## src/rtl/lock_code_programmer_if.sv

```systemverilog
// Switch/button inputs and checker-facing outputs of the code programmer.
// slave = programmer side, master = board/checker side.
interface lock_code_programmer_if #(
    parameter int DIGITS = 4,
    parameter int DW     = 4
);
    localparam int IW = (DIGITS > 1) ? $clog2(DIGITS) : 1;

    logic          PROG;
    logic          ENTER;
    logic [DW-1:0] DIN;
    logic [IW-1:0] rd_idx;
    logic [DW-1:0] rd_digit;
    logic          busy;
    logic [IW-1:0] idx;
    logic [2:0]    state;
    logic          committed;
    logic          error;

    modport slave (
        input  PROG, ENTER, DIN, rd_idx,
        output rd_digit, busy, idx, state, committed, error
    );

    modport master (
        output PROG, ENTER, DIN, rd_idx,
        input  rd_digit, busy, idx, state, committed, error
    );
endinterface

```

## src/rtl/lock_code_programmer.sv

```systemverilog
// Programs a new lock combination with a confirm pass and serves reads.
// Optional macro PROG_LOCKOUT_EN: three consecutive failed confirms lock out.
module lock_code_programmer #(
    parameter int                     DIGITS       = 4,
    parameter int                     DW           = 4,
    parameter logic [DIGITS*DW-1:0]   DEFAULT_CODE = 'h1234
) (
    input  logic                  clk,
    input  logic                  RESETN,
    lock_code_programmer_if.slave bus
);
    localparam int            IW   = (DIGITS > 1) ? $clog2(DIGITS) : 1;
    localparam logic [IW-1:0] LAST = IW'(DIGITS - 1);

    typedef enum logic [2:0] {
        IDLE    = 3'd0,
        ENTRY   = 3'd1,
        CONFIRM = 3'd2,
        COMMIT  = 3'd3,
        ERR     = 3'd4,
        HOLD    = 3'd5
`ifdef PROG_LOCKOUT_EN
        , LOCKED = 3'd6
`endif
    } state_t;

    state_t                r_state;
    logic [IW-1:0]         r_idx;
    logic [DIGITS*DW-1:0]  r_code;
    logic [DIGITS*DW-1:0]  r_shadow;
    logic                  r_mism;
    logic                  r_s1;
    logic                  r_s2;
    logic                  r_s3;

    state_t                w_nstate;
    logic [IW-1:0]         w_nidx;
    logic                  w_press;
    logic                  w_neq;
    logic                  w_sh_we;
    logic                  w_code_we;
    logic                  w_mism_clr;
    logic                  w_mism_set;
    logic [DW-1:0]         w_sh_digit;

    assign w_press    = r_s3 & ~r_s2;
    assign w_sh_digit = r_shadow[int'(r_idx)*DW +: DW];
    assign w_neq      = (bus.DIN != w_sh_digit);

`ifdef PROG_LOCKOUT_EN
    logic [1:0] r_errcnt;

    // Count consecutive failed confirms; a good commit forgives them
    always_ff @(posedge clk) begin
        if (!RESETN)
            r_errcnt <= '0;
        else if (r_state == COMMIT)
            r_errcnt <= '0;
        else if (r_state == ERR && r_errcnt != 2'd3)
            r_errcnt <= r_errcnt + 2'd1;
    end
`endif

    // Next state, digit position and datapath write strobes
    always_comb begin
        w_nstate   = r_state;
        w_nidx     = r_idx;
        w_sh_we    = 1'b0;
        w_code_we  = 1'b0;
        w_mism_clr = 1'b0;
        w_mism_set = 1'b0;
        unique case (r_state)
            IDLE: begin
                if (bus.PROG) begin
                    w_nstate = ENTRY;
                    w_nidx   = '0;
                end
            end
            ENTRY: begin
                if (!bus.PROG) begin
                    w_nstate = IDLE;
                    w_nidx   = '0;
                end else if (w_press) begin
                    w_sh_we = 1'b1;
                    if (r_idx == LAST) begin
                        w_nstate   = CONFIRM;
                        w_nidx     = '0;
                        w_mism_clr = 1'b1;
                    end else begin
                        w_nidx = r_idx + 1'b1;
                    end
                end
            end
            CONFIRM: begin
                if (!bus.PROG) begin
                    w_nstate = IDLE;
                    w_nidx   = '0;
                end else if (w_press) begin
                    w_mism_set = w_neq;
                    if (r_idx == LAST) begin
                        w_nidx   = '0;
                        w_nstate = (r_mism | w_neq) ? ERR : COMMIT;
                    end else begin
                        w_nidx = r_idx + 1'b1;
                    end
                end
            end
            COMMIT: begin
                w_code_we = 1'b1;
                w_nstate  = HOLD;
            end
            ERR: begin
`ifdef PROG_LOCKOUT_EN
                w_nstate = (r_errcnt == 2'd2) ? LOCKED : HOLD;
`else
                w_nstate = HOLD;
`endif
            end
            HOLD: begin
                if (!bus.PROG)
                    w_nstate = IDLE;
            end
`ifdef PROG_LOCKOUT_EN
            LOCKED: begin
                w_nstate = LOCKED;
            end
`endif
            default: begin
                w_nstate = IDLE;
                w_nidx   = '0;
            end
        endcase
    end

    // Button synchronizer, FSM registers, shadow and committed code
    always_ff @(posedge clk) begin
        if (!RESETN) begin
            r_s1     <= 1'b1;
            r_s2     <= 1'b1;
            r_s3     <= 1'b1;
            r_state  <= IDLE;
            r_idx    <= '0;
            r_code   <= DEFAULT_CODE;
            r_shadow <= '0;
            r_mism   <= 1'b0;
        end else begin
            r_s1    <= bus.ENTER;
            r_s2    <= r_s1;
            r_s3    <= r_s2;
            r_state <= w_nstate;
            r_idx   <= w_nidx;
            if (w_sh_we)
                r_shadow[int'(r_idx)*DW +: DW] <= bus.DIN;
            if (w_mism_clr)
                r_mism <= 1'b0;
            else if (w_mism_set)
                r_mism <= 1'b1;
            if (w_code_we)
                r_code <= r_shadow;
        end
    end

    // Checker read port, zero for positions beyond the code length
    always_comb begin
        bus.rd_digit = '0;
        if (int'(bus.rd_idx) < DIGITS)
            bus.rd_digit = r_code[int'(bus.rd_idx)*DW +: DW];
    end

    assign bus.state     = r_state;
    assign bus.idx       = r_idx;
    assign bus.busy      = (r_state == ENTRY) || (r_state == CONFIRM) ||
                           (r_state == COMMIT) || (r_state == ERR);
    assign bus.committed = (r_state == COMMIT);
`ifdef PROG_LOCKOUT_EN
    assign bus.error     = (r_state == ERR) || (r_state == LOCKED);
`else
    assign bus.error     = (r_state == ERR);
`endif
endmodule

```

## src/flat_wrapper.sv

```systemverilog
// flat-port wrapper written by rule: the top's interface ports become plain ports
module lock_code_programmer_flat 
#(
    parameter int                     DIGITS       = 4,
    parameter int                     DW           = 4,
    parameter logic [DIGITS*DW-1:0]   DEFAULT_CODE = 'h1234
)
  (clk, RESETN, bus_PROG, bus_ENTER, bus_DIN, bus_rd_idx, bus_rd_digit, bus_busy, bus_idx, bus_state, bus_committed, bus_error);
  lock_code_programmer_if #(.DIGITS(DIGITS), .DW(DW)) bus_i ();
  input  logic clk;
  input  logic RESETN;
  input wire logic [$bits(bus_i.PROG)-1:0] bus_PROG;
  input wire logic [$bits(bus_i.ENTER)-1:0] bus_ENTER;
  input wire logic [$bits(bus_i.DIN)-1:0] bus_DIN;
  input wire logic [$bits(bus_i.rd_idx)-1:0] bus_rd_idx;
  output wire logic [$bits(bus_i.rd_digit)-1:0] bus_rd_digit;
  output wire logic [$bits(bus_i.busy)-1:0] bus_busy;
  output wire logic [$bits(bus_i.idx)-1:0] bus_idx;
  output wire logic [$bits(bus_i.state)-1:0] bus_state;
  output wire logic [$bits(bus_i.committed)-1:0] bus_committed;
  output wire logic [$bits(bus_i.error)-1:0] bus_error;
  assign bus_i.PROG = bus_PROG;
  assign bus_i.ENTER = bus_ENTER;
  assign bus_i.DIN = bus_DIN;
  assign bus_i.rd_idx = bus_rd_idx;
  assign bus_rd_digit = bus_i.rd_digit;
  assign bus_busy = bus_i.busy;
  assign bus_idx = bus_i.idx;
  assign bus_state = bus_i.state;
  assign bus_committed = bus_i.committed;
  assign bus_error = bus_i.error;
  lock_code_programmer #(.DIGITS(DIGITS), .DW(DW), .DEFAULT_CODE(DEFAULT_CODE)) u_core (.clk(clk), .RESETN(RESETN), .bus(bus_i));
endmodule
```

## config.mk

```make
export PLATFORM = sky130hd
export DESIGN_NAME = lock_code_programmer_flat
export DESIGN_NICKNAME = d
export VERILOG_FILES = /design/src/rtl/lock_code_programmer_if.sv /design/src/rtl/lock_code_programmer.sv /design/src/flat_wrapper.sv
export SDC_FILE = /design/constraint.sdc
export NUM_CORES = 1
export LEC_CHECK = 0
export ABC_AREA = 1
export BUFFER_PORTS_ARGS = -buffer_cell sky130_fd_sc_hd__buf_2
export CAP_MARGIN = 20
export CORE_MARGIN = 2
export CORE_UTILIZATION = 33
export DETAILED_ROUTE_END_ITERATION = 8
export GPL_ROUTABILITY_DRIVEN = 1
export PLACE_DENSITY_LB_ADDON = 0.15
export RECOVER_POWER = 25
export SETUP_SLACK_MARGIN = 0.3
export SLEW_MARGIN = 25
export SYNTH_ARGS = -nofsm -noshare
export SYNTH_HDL_FRONTEND = slang
export SYNTH_SLANG_ARGS = --single-unit
```

## constraint.sdc

```tcl
create_clock -name clk -period 2.3 [get_ports clk]
set_input_delay 0.115 -clock clk [delete_from_list [all_inputs] [get_ports clk]]
set_output_delay 0.115 -clock clk [all_outputs]
set_load 0.01 [all_outputs]
```

==> flow_summary.ini, run 1 <==
[timing]
clock-skew-final_ns = 0.00899
relSlewSlack = 0.414
drv_slew = 0
finalCritPeriodShare = 0.722
setup_tns_ns = 0
worst_pin_slew_ns = 0.878
setup_viol = 0
finalHoldViolCount = 0
fmax_mhz = 602
period_needed_ns = 1.66
rsz0062_at_grt = no

[synthesis]
synth_cell_types = 27
synth-seq-area-share = 0.397
yosys_most_used_dff = dfxtp_1
yosys.area.top_type = dfxtp_1
synth_top_area_share = 0.397
synth_xor_area_frac = 0
synthCells = 301
synth.area.top_cells = dfxtp_1 (40%), nand2_1 (10%), nor2_1 (8.5%)
synth.mux.area_fraction = 0
synth_top_family_by_area = simple AND/OR/NAND/NOR gates
synth_edf_count = 0
ys_ff_latch = 41
yosysWarnings = 0
netlist_top_cells_count = nand2_1 (57), nor2_1 (47), dfxtp_1 (41)
synthAdderAreaFrac = 0.0363
synth_area_per_cell_um2 = 6.87
synth_nets = 317
ys_async_sr_fraction = 0
synth_area_um2 = 2070
synth-simple-area-share = 0.305
synth_compound_area_frac = 0.174
synth_most_common_cell = nand2_1

[cts]
root_buffer = clkbuf_8
path_clk_slew_ns = 0.08
numClockSinks = 41
tritoncts = built
insertion_delay_ns = 0.29
ctsHtreeMaxLevel = 2
numCtsBuffers = 5
cts_buffer_depth = 2

[cells_and_area]
stdcell_count = 400
fillers = 702
postLayoutCellArea_um2 = 2330
seqCellArea_um2 = 821
nets = 341
drive_above_1_share = 0.132
area_growth_pct = 12.5
postLayoutCoreUtil = 0.388
diodes = 0
multi_input_comb_area_um2 = 1070

[setup_path]
worst-endpoint-arrival_ns = 1.88
cp.required_ns = 2.52
critical_path.max_fanout = 8
regToRegSetupSlack_ns = 0.64
end_kind = flip-flop
worst_setup_path_start_kind = flip-flop
r2r_cells = 8
regToRegStartpoint = u_core.bus.idx[1]$_SDFFE_PN0P_
worstSetupPathType = reg -> reg
regToRegEndpoint = u_core.bus.state[2]$_SDFFE_PN0P_

[worst_hold_path]
hold_path_depth = 3
hp-class = in -> reg
holdPathEnd = u_core.bus.state[2]$_SDFFE_PN0P_
worstHoldStart = bus_PROG

[floorplanning]
dieHeight_um = 83.1
die-area_um2 = 6910
die-width_um = 83.1
core_um2 = 5990
rows = 28
ios = 22
start_util = 0.345

[grt]
grt.total_usage = 0.161
grt_pass1_wl_um = 8950
grt_pass1_vias = 1795
antenna_found_initial = 0
grt_max_degree = 25
overflow = 0

[route]
dr_total_vias = 1974
vias_per_cell = 4.94
dr.first_iter.drc_count = 86
wl_per_cell_um = 13.3
final_antenna_net_count = 0
first_pass_iters = 4
wl_um = 5300
drcViolationCount = 0

[power_and_ir_drop]
ir_worst_vdd_uv = 360
power_density_nw_per_um2 = 712
leakagePower_nw = 1.03
power_mw = 1.66

[run]
drv_cap = 0

[outcome]
status = finished clean

[placed_design]
place_area_um2 = 2240
io_buffers = 21
finalWeightedCongestion = 0.887
placed_cells = 392
dp.final_hpwl_um = 3990
layer usage:
layer | global-route usage | up-vias | wire length (um)
met4 | 0.0522 | 0 | 75
met1 | 0.229 | 886 | 2730
met3 | 0.0298 | 8 | 204
met2 | 0.243 | 40 | 2300
li1 | - | 1040 | -
met5 | 0 | - | 0
worst max-delay path, stage by stage (launching register included):
cell and delay (ns):
dfxtp_1 0.34, clkbuf_1 0.37, ha_1 0.25, inv_1 0.04
nor2_1 0.15, o21ai_1 0.13, inv_1 0.12, nand2_1 0.07
a21oi_1 0.11
cell families after synthesis:
group / after synthesis
adder cells (fa/ha/maj): 6
AND/OR/NAND/NOR: 145
AO/OA/AOI/OAI: 67
buffers and inverters: 42
flip-flops: 41
per-stage QoR:
step                      hold slack, ns  setup slack, ns
after floorplan                    0.222            0.532
after global placement             0.301            0.701
after detailed placement           0.306            0.705
after CTS                          0.109            0.651
after global routing               0.134            0.427
final                              0.124            0.639
power breakdown:
part / leakage (nW) / switching (mW) / internal [mW]
Sequential: 0.332 / 0.0211 / 0.735
Combinational: 0.655 / 0.283 / 0.128
Clock: 0.0433 / 0.252 / 0.238
cells in the final DEF (no fill, tap or decap), types with 4 or more instances in the layout:
master	count
o22ai_1	4
nand2_1	57
clkbuf_8	6
nand3_1	18
inv_1	22
clkbuf_1	9
buf_2	14
nor2_1	47
o21ai_0	14
o21ai_1	23
nand4_1	5
a21oi_1	20
inv_2	9
nor3_1	8
dfxtp_1	41
ha_1	6
layout make-up:
| class | count | share of cell area |
|---|---|---|
| Clock inverter | 1 | 0.00323 |
| Clock buffer | 6 | 0.0355 |
| Inverter | 33 | 0.0543 |
| Sequential cell | 41 | 0.353 |
| Tap cell | 75 | 0.0403 |
| Multi-Input combinational cell | 218 | 0.458 |
| Timing Repair Buffer | 26 | 0.0554 |
what timing repair did:
action,4_1_cts,5_1_grt
setup endpoints to repair,0,0
buffers inserted,0,0
gates resized for setup,0,0
hold buffers,1,0
hold endpoints to repair,1,0
state kept, by name, summed over array words and instances, names as in the netlist:
signal / flops
u_core.bus.idx: 2
u_core.bus.state: 3
u_core.r_code: 16
u_core.r_mism: 1
u_core.r_s1: 1
u_core.r_s2: 1
u_core.r_s3: 1
u_core.r_shadow: 16
worst max path at each step:
stage                                      from                          endpoint  slack, ns
6_report         u_core.bus.idx[1]$_SDFFE_PN0P_  u_core.bus.state[2]$_SDFFE_PN0P_       0.64
2_1_floorplan    u_core.bus.idx[0]$_SDFFE_PN0P_   u_core.r_shadow[0]$_SDFFE_PN0P_       0.53
5_1_grt          u_core.bus.idx[0]$_SDFFE_PN0P_   u_core.r_shadow[0]$_SDFFE_PN0P_       0.43
3_3_place_gp     u_core.bus.idx[0]$_SDFFE_PN0P_  u_core.bus.state[2]$_SDFFE_PN0P_       0.70
4_1_cts        u_core.bus.state[1]$_SDFFE_PN0P_                     bus_committed       0.65
3_5_place_dp     u_core.bus.idx[0]$_SDFFE_PN0P_  u_core.bus.state[2]$_SDFFE_PN0P_       0.70
No activity file was read; power rests on OpenSTA's default activity.
==> run 2, diff against run 1 <==
==> constraint.sdc (replaced) <==
create_clock -name clk -period 1.47 [get_ports clk]
set_input_delay 0.0735 -clock clk [delete_from_list [all_inputs] [get_ports clk]]
set_output_delay 0.0735 -clock clk [all_outputs]
set_load 0.01 [all_outputs]
==> flow_summary.ini, run 2 (same netlist as run 1, synthesis figures left out) <==
[power_and_ir_drop]
internal-power_mw = 2.09
p_sw_frac = 0.348
pwr-share-seq = 0.383
p_comb_frac = 0.359
p_sw_mw = 1.11
ir_worst_vdd_uv = 572
power_density_nw_per_um2 = 1080
leakagePower_nw = 1.31
clock_power_share = 0.258

[timing]
worst_pin_slew_ns = 0.292
period_needed_ns = 1.47
hold_slack_ns = 0.0915
finalHoldViolCount = 0
finalCritPeriodShare = 1.00
drv_slew = 0
clock-skew-final_ns = 0.00569
fin_ws_ns = -0.00226
relSlewSlack = 0.805
rsz0062_at_grt = yes
setup_tns_ns = -0.00226
setup_viol = 1
fmax_mhz = 679

[cells_and_area]
layout_commonest_cell = nor2_1
fillers = 604
diodes = 0
final_cell_mix = nor2_1 (40), nand2_1 (37), dfxtp_1 (36)
area_growth_pct = 43.5
nets = 365
drive_above_1_share = 0.430

[grt]
grt_max_degree = 18
antenna_found_initial = 0
grt_pass1_vias = 1985
overflow = 0
grt_pass1_wl_um = 9800
grt.total_usage = 0.175

[cts]
cts_buffer_depth = 2
path_clk_slew_ns = 0.08
numCtsBuffers = 5
root_buffer = clkbuf_8
insertion_delay_ns = 0.30
numClockSinks = 41
tritoncts = built
ctsHtreeMaxLevel = 2

[floorplanning]
die-area_um2 = 6910
core_um2 = 5990
start_util = 0.345
die-width_um = 83.1
ios = 22
rows = 28
dieHeight_um = 83.1

[route]
final_antenna_net_count = 0
dr.first_iter.drc_count = 125
drcViolationCount = 0
wl_um = 6110
wl_per_cell_um = 14.4
vias_per_cell = 5.00
dr_total_vias = 2119
first_pass_iters = 4

[setup_path]
end_kind = flip-flop
worst-endpoint-arrival_ns = 1.70
critical_path.max_fanout = 8
cp.required_ns = 1.70
worst_setup_path_start_kind = flip-flop
worstSetupPathType = reg -> reg

[outcome]
status = finished with violations
violations = setup timing

[run]
drv_cap = 0

[placed_design]
io_buffers = 21
dp.final_hpwl_um = 4320
finalWeightedCongestion = 0.882

[worst_hold_path]
hp-class = in -> reg
==> run 2: changes by cell type in the layout (fill, tap and decap cells not counted), sizes merged <==
cell and delta:
buf +32, clkbuf -8, clkinv +1, clkinvlp -1
==> run 2: cell type report <==
class                      count  area [um2]  share of cell area
sequential                    41         835               0.281
tap                           75        93.8              0.0316
clock inverter                 1        5.00             0.00169
multi-input combinational    218        1400               0.471
clock buffer                   6        93.8              0.0316
timing repair buffer          50         379               0.128
inverter                      33         161              0.0544
==> run 2: path summary, 6_finish.rpt <==
kind | start | endpoint | slack (ns) | cells after the start
worst max-delay path | u_core.bus.idx[1]$_SDFFE_PN0P_ | u_core.r_shadow[0]$_SDFFE_PN0P_ | -0.002 | 9
worst min-delay path | bus_PROG | u_core.bus.state[2]$_SDFFE_PN0P_ | 0.09 | 3
worst max register to register | u_core.bus.idx[1]$_SDFFE_PN0P_ | u_core.r_shadow[0]$_SDFFE_PN0P_ | -0.002 | 9
worst min register to register | u_core.r_s1$_SDFF_PN1_ | u_core.r_s2$_SDFF_PN1_ | 0.42 | 1
==> run 2: routing by layer <==
metal / vias up / global-route usage / wire length (um)
li1: 1095 / - / -
met1: 969 / 0.244 / 2910
met2: 39 / 0.265 / 2770
met3: 16 / 0.0427 / 228
met4: 0 / 0.0551 / 200
met5: - / 0 / 0
==> run 2: power by group through the flow <==
| stage | clock [mW] | sequential, mW | combinational, mW |
|---|---|---|---|
| floorplan | 0 | 1.23 | 0.532 |
| global placement | 0 | 1.24 | 0.773 |
| detailed placement | 0 | 1.24 | 0.769 |
| CTS | 0.847 | 1.21 | 0.935 |
| global route | 0.903 | 1.23 | 1.26 |
| finish | 0.825 | 1.22 | 1.15 |
==> run 2: timing repair <==
action | in CTS | in global routing
gates resized for setup | 20 | 79
hold buffers | 1 | 0
cloned | 0 | 1
hold endpoints to repair | 1 | 0
setup endpoints to repair | 25 | 36
buffers inserted | 13 | 2
pin swaps | 9 | 8
==> run 2: critical path: stages (launching register included) <==
cell and delay, ns:
dfxtp_4 0.37, inv_4 0.13, ha_2 0.20, inv_2 0.06, buf_4 0.14, nor3_4 0.13, inv_1 0.09, nor2_2 0.11
o21ai_2 0.07, a21oi_1 0.11
==> run 2: stage by stage <==
step / area [um2] / worst slack (ns) / utilization / total power, mW / cells
global placement: 2360 / -0.0394 / 0.394 / 2.01 / 400
global route: 2970 / -0.0924 / 0.495 / 3.39 / 424
detailed placement: 2360 / -0.0386 / 0.394 / 2.01 / 400
CTS: 2640 / 0.0255 / 0.440 / 3.00 / 421
floorplan: 2110 / 0.0119 / - / 1.77 / 301
finish: 2970 / -0.00226 / 0.495 / 3.20 / 424
==> run 3, diff against run 2 <==
--- a/config.mk
+++ b/config.mk
@@ -14,6 +14,7 @@
 export GPL_ROUTABILITY_DRIVEN = 1
 export PLACE_DENSITY_LB_ADDON = 0.15
 export RECOVER_POWER = 25
+export REMOVE_ABC_BUFFERS = 1
 export SETUP_SLACK_MARGIN = 0.3
 export SLEW_MARGIN = 25
 export SYNTH_ARGS = -nofsm -noshare
==> constraint.sdc (replaced) <==
create_clock -name clk -period 1.85 [get_ports clk]
set_input_delay 0.0925 -clock clk [delete_from_list [all_inputs] [get_ports clk]]
set_output_delay 0.0925 -clock clk [all_outputs]
set_load 0.01 [all_outputs]
==> flow_summary.ini, run 3 (same netlist as run 1, synthesis figures left out) <==
[outcome]
status = finished clean

[timing]
finalCritPeriodShare = 0.841
relSlewSlack = 0.592
fin_ws_ns = 0.293
fmax_mhz = 642
drv_slew = 0
clock-skew-final_ns = 0.00490
setup_viol = 0
worst_pin_slew_ns = 0.612
rsz0062_at_grt = yes
finalHoldViolCount = 0
period_needed_ns = 1.56
hold_slack_ns = 0.0863

[floorplanning]
dieHeight_um = 83.1
die-area_um2 = 6910
die-width_um = 83.1
core_um2 = 5990
rows = 28
ios = 22
start_util = 0.345

[cells_and_area]
postLayoutCellArea_um2 = 2610
diodes = 0
seqCellArea_um2 = 825
multi_input_comb_area_um2 = 1160
nets = 352
fillers = 635
layout_commonest_cell = nand2_1
area_growth_pct = 26.5
final_cell_mix = nand2_1 (48), nor2_1 (46), dfxtp_1 (40)
drive_above_1_share = 0.246

[grt]
grt.total_usage = 0.156
grt_max_degree = 35
grt_pass1_vias = 1779
antenna_found_initial = 0
grt_pass1_wl_um = 8770
overflow = 0

[route]
wl_per_cell_um = 13.3
vias_per_cell = 4.94
dr.first_iter.drc_count = 135
final_antenna_net_count = 0
first_pass_iters = 4
dr_total_vias = 2034
wl_um = 5480
drcViolationCount = 0

[power_and_ir_drop]
power_density_nw_per_um2 = 947
ir_worst_vdd_uv = 458
leakagePower_nw = 1.17
power_mw = 2.47

[cts]
ctsHtreeMaxLevel = 2
path_clk_slew_ns = 0.08
numClockSinks = 41
insertion_delay_ns = 0.31
root_buffer = clkbuf_8
cts_buffer_depth = 2
numCtsBuffers = 5
tritoncts = built

[setup_path]
cp.required_ns = 2.05
critPathBufInv = 3
path_common_cell = inv_2
r2r_cells = 10
path_cells = inv_2, nor2_1, nand2_1, nor2_2, inv_2, nor2_4, nand2_1, inv_2, o21ai_1, o211a_1
cpLargestDelayFamily = simple AND/OR/NAND/NOR gates
worst-endpoint-arrival_ns = 1.76
worst_path_max_delay_cell = dfxtp_1
worstSetupPathType = reg -> reg
regToRegSetupSlack_ns = 0.29
end_kind = flip-flop
regToRegEndpoint = u_core.r_shadow[7]$_SDFFE_PN0P_
regToRegStartpoint = u_core.bus.state[0]$_SDFFE_PN0P_
max_stage_delay_ns = 0.41
critical_path.max_fanout = 5
worst_setup_path_start_kind = flip-flop

[worst_hold_path]
worstHoldStart = bus_PROG
hold_path_depth = 3
hp-class = in -> reg
holdPathEnd = u_core.bus.state[2]$_SDFFE_PN0P_

[placed_design]
place_area_um2 = 2260
dp_slack_ns = 0.251
finalWeightedCongestion = 0.861
dp.final_hpwl_um = 3860
io_buffers = 21

[run]
drv_cap = 0
-- run 3: stage by stage --
stage	utilization	cells	TNS, ns
floorplan	-	292	-0.139
global placement	0.378	395	0
detailed placement	0.378	395	0
CTS	0.402	404	0
global route	0.436	412	0
finish	0.436	412	0
-- run 3: what timing repair did --
action | CTS | global route
gates resized for setup | 4 | 35
hold buffers | 1 | 0
setup buffers | 0 | 6
cloned | 0 | 2
setup endpoints to repair | 8 | 22
pin swaps | 0 | 13
endpoints found under the hold margin | 1 | 0
-- run 3: power breakdown --
part	total (mW)	internal, mW	switching [mW]
sequential	0.955	0.917	0.0386
clock	0.781	0.439	0.342
combinational	0.739	0.309	0.430
total	2.47	1.66	0.811
-- run 3: per-layer routing --
layer	GRT usage	wire length, um	up-vias
met5	0	0	-
met4	0.0373	130	0
met3	0.0427	269	11
met2	0.229	2380	51
met1	0.227	2690	908
li1	-	-	1064
-- run 3: how the worst max path moves through the flow --
| stage | start | cells past startpoint | slack (ns) | endpoint |
|---|---|---|---|---|
| after floorplan | u_core.bus.idx[0]$_SDFFE_PN0P_ | 7 | -0.07 | u_core.r_shadow[0]$_SDFFE_PN0P_ |
| after global placement | u_core.bus.idx[0]$_SDFFE_PN0P_ | 12 | 0.25 | u_core.bus.state[2]$_SDFFE_PN0P_ |
| after detailed placement | u_core.bus.idx[0]$_SDFFE_PN0P_ | 10 | 0.25 | u_core.bus.state[2]$_SDFFE_PN0P_ |
| after CTS | u_core.bus.idx[0]$_SDFFE_PN0P_ | 10 | 0.29 | u_core.bus.state[2]$_SDFFE_PN0P_ |
| after global routing | u_core.bus.state[1]$_SDFFE_PN0P_ | 3 | 0.12 | bus_committed |
| final | u_core.bus.state[0]$_SDFFE_PN0P_ | 10 | 0.29 | u_core.r_shadow[7]$_SDFFE_PN0P_ |
-- run 3: worst reg2reg max path: cells and delay by family, from the launching register on --
| family | cells | cell delay [ns] |
|---|---|---|
| compound gates | 2 | 0.19 |
| buf+inv | 3 | 0.25 |
| flops | 1 | 0.41 |
| simple gates | 5 | 0.61 |
-- run 3: area by class of cell --
class / count / area share
Multi-Input combinational cell: 218 / 0.445
Sequential cell: 41 / 0.315
Timing Repair Buffer: 37 / 0.107
Inverter: 33 / 0.0512
Tap cell: 75 / 0.0359
Clock buffer: 6 / 0.0316
Clock inverter: 2 / 0.0144
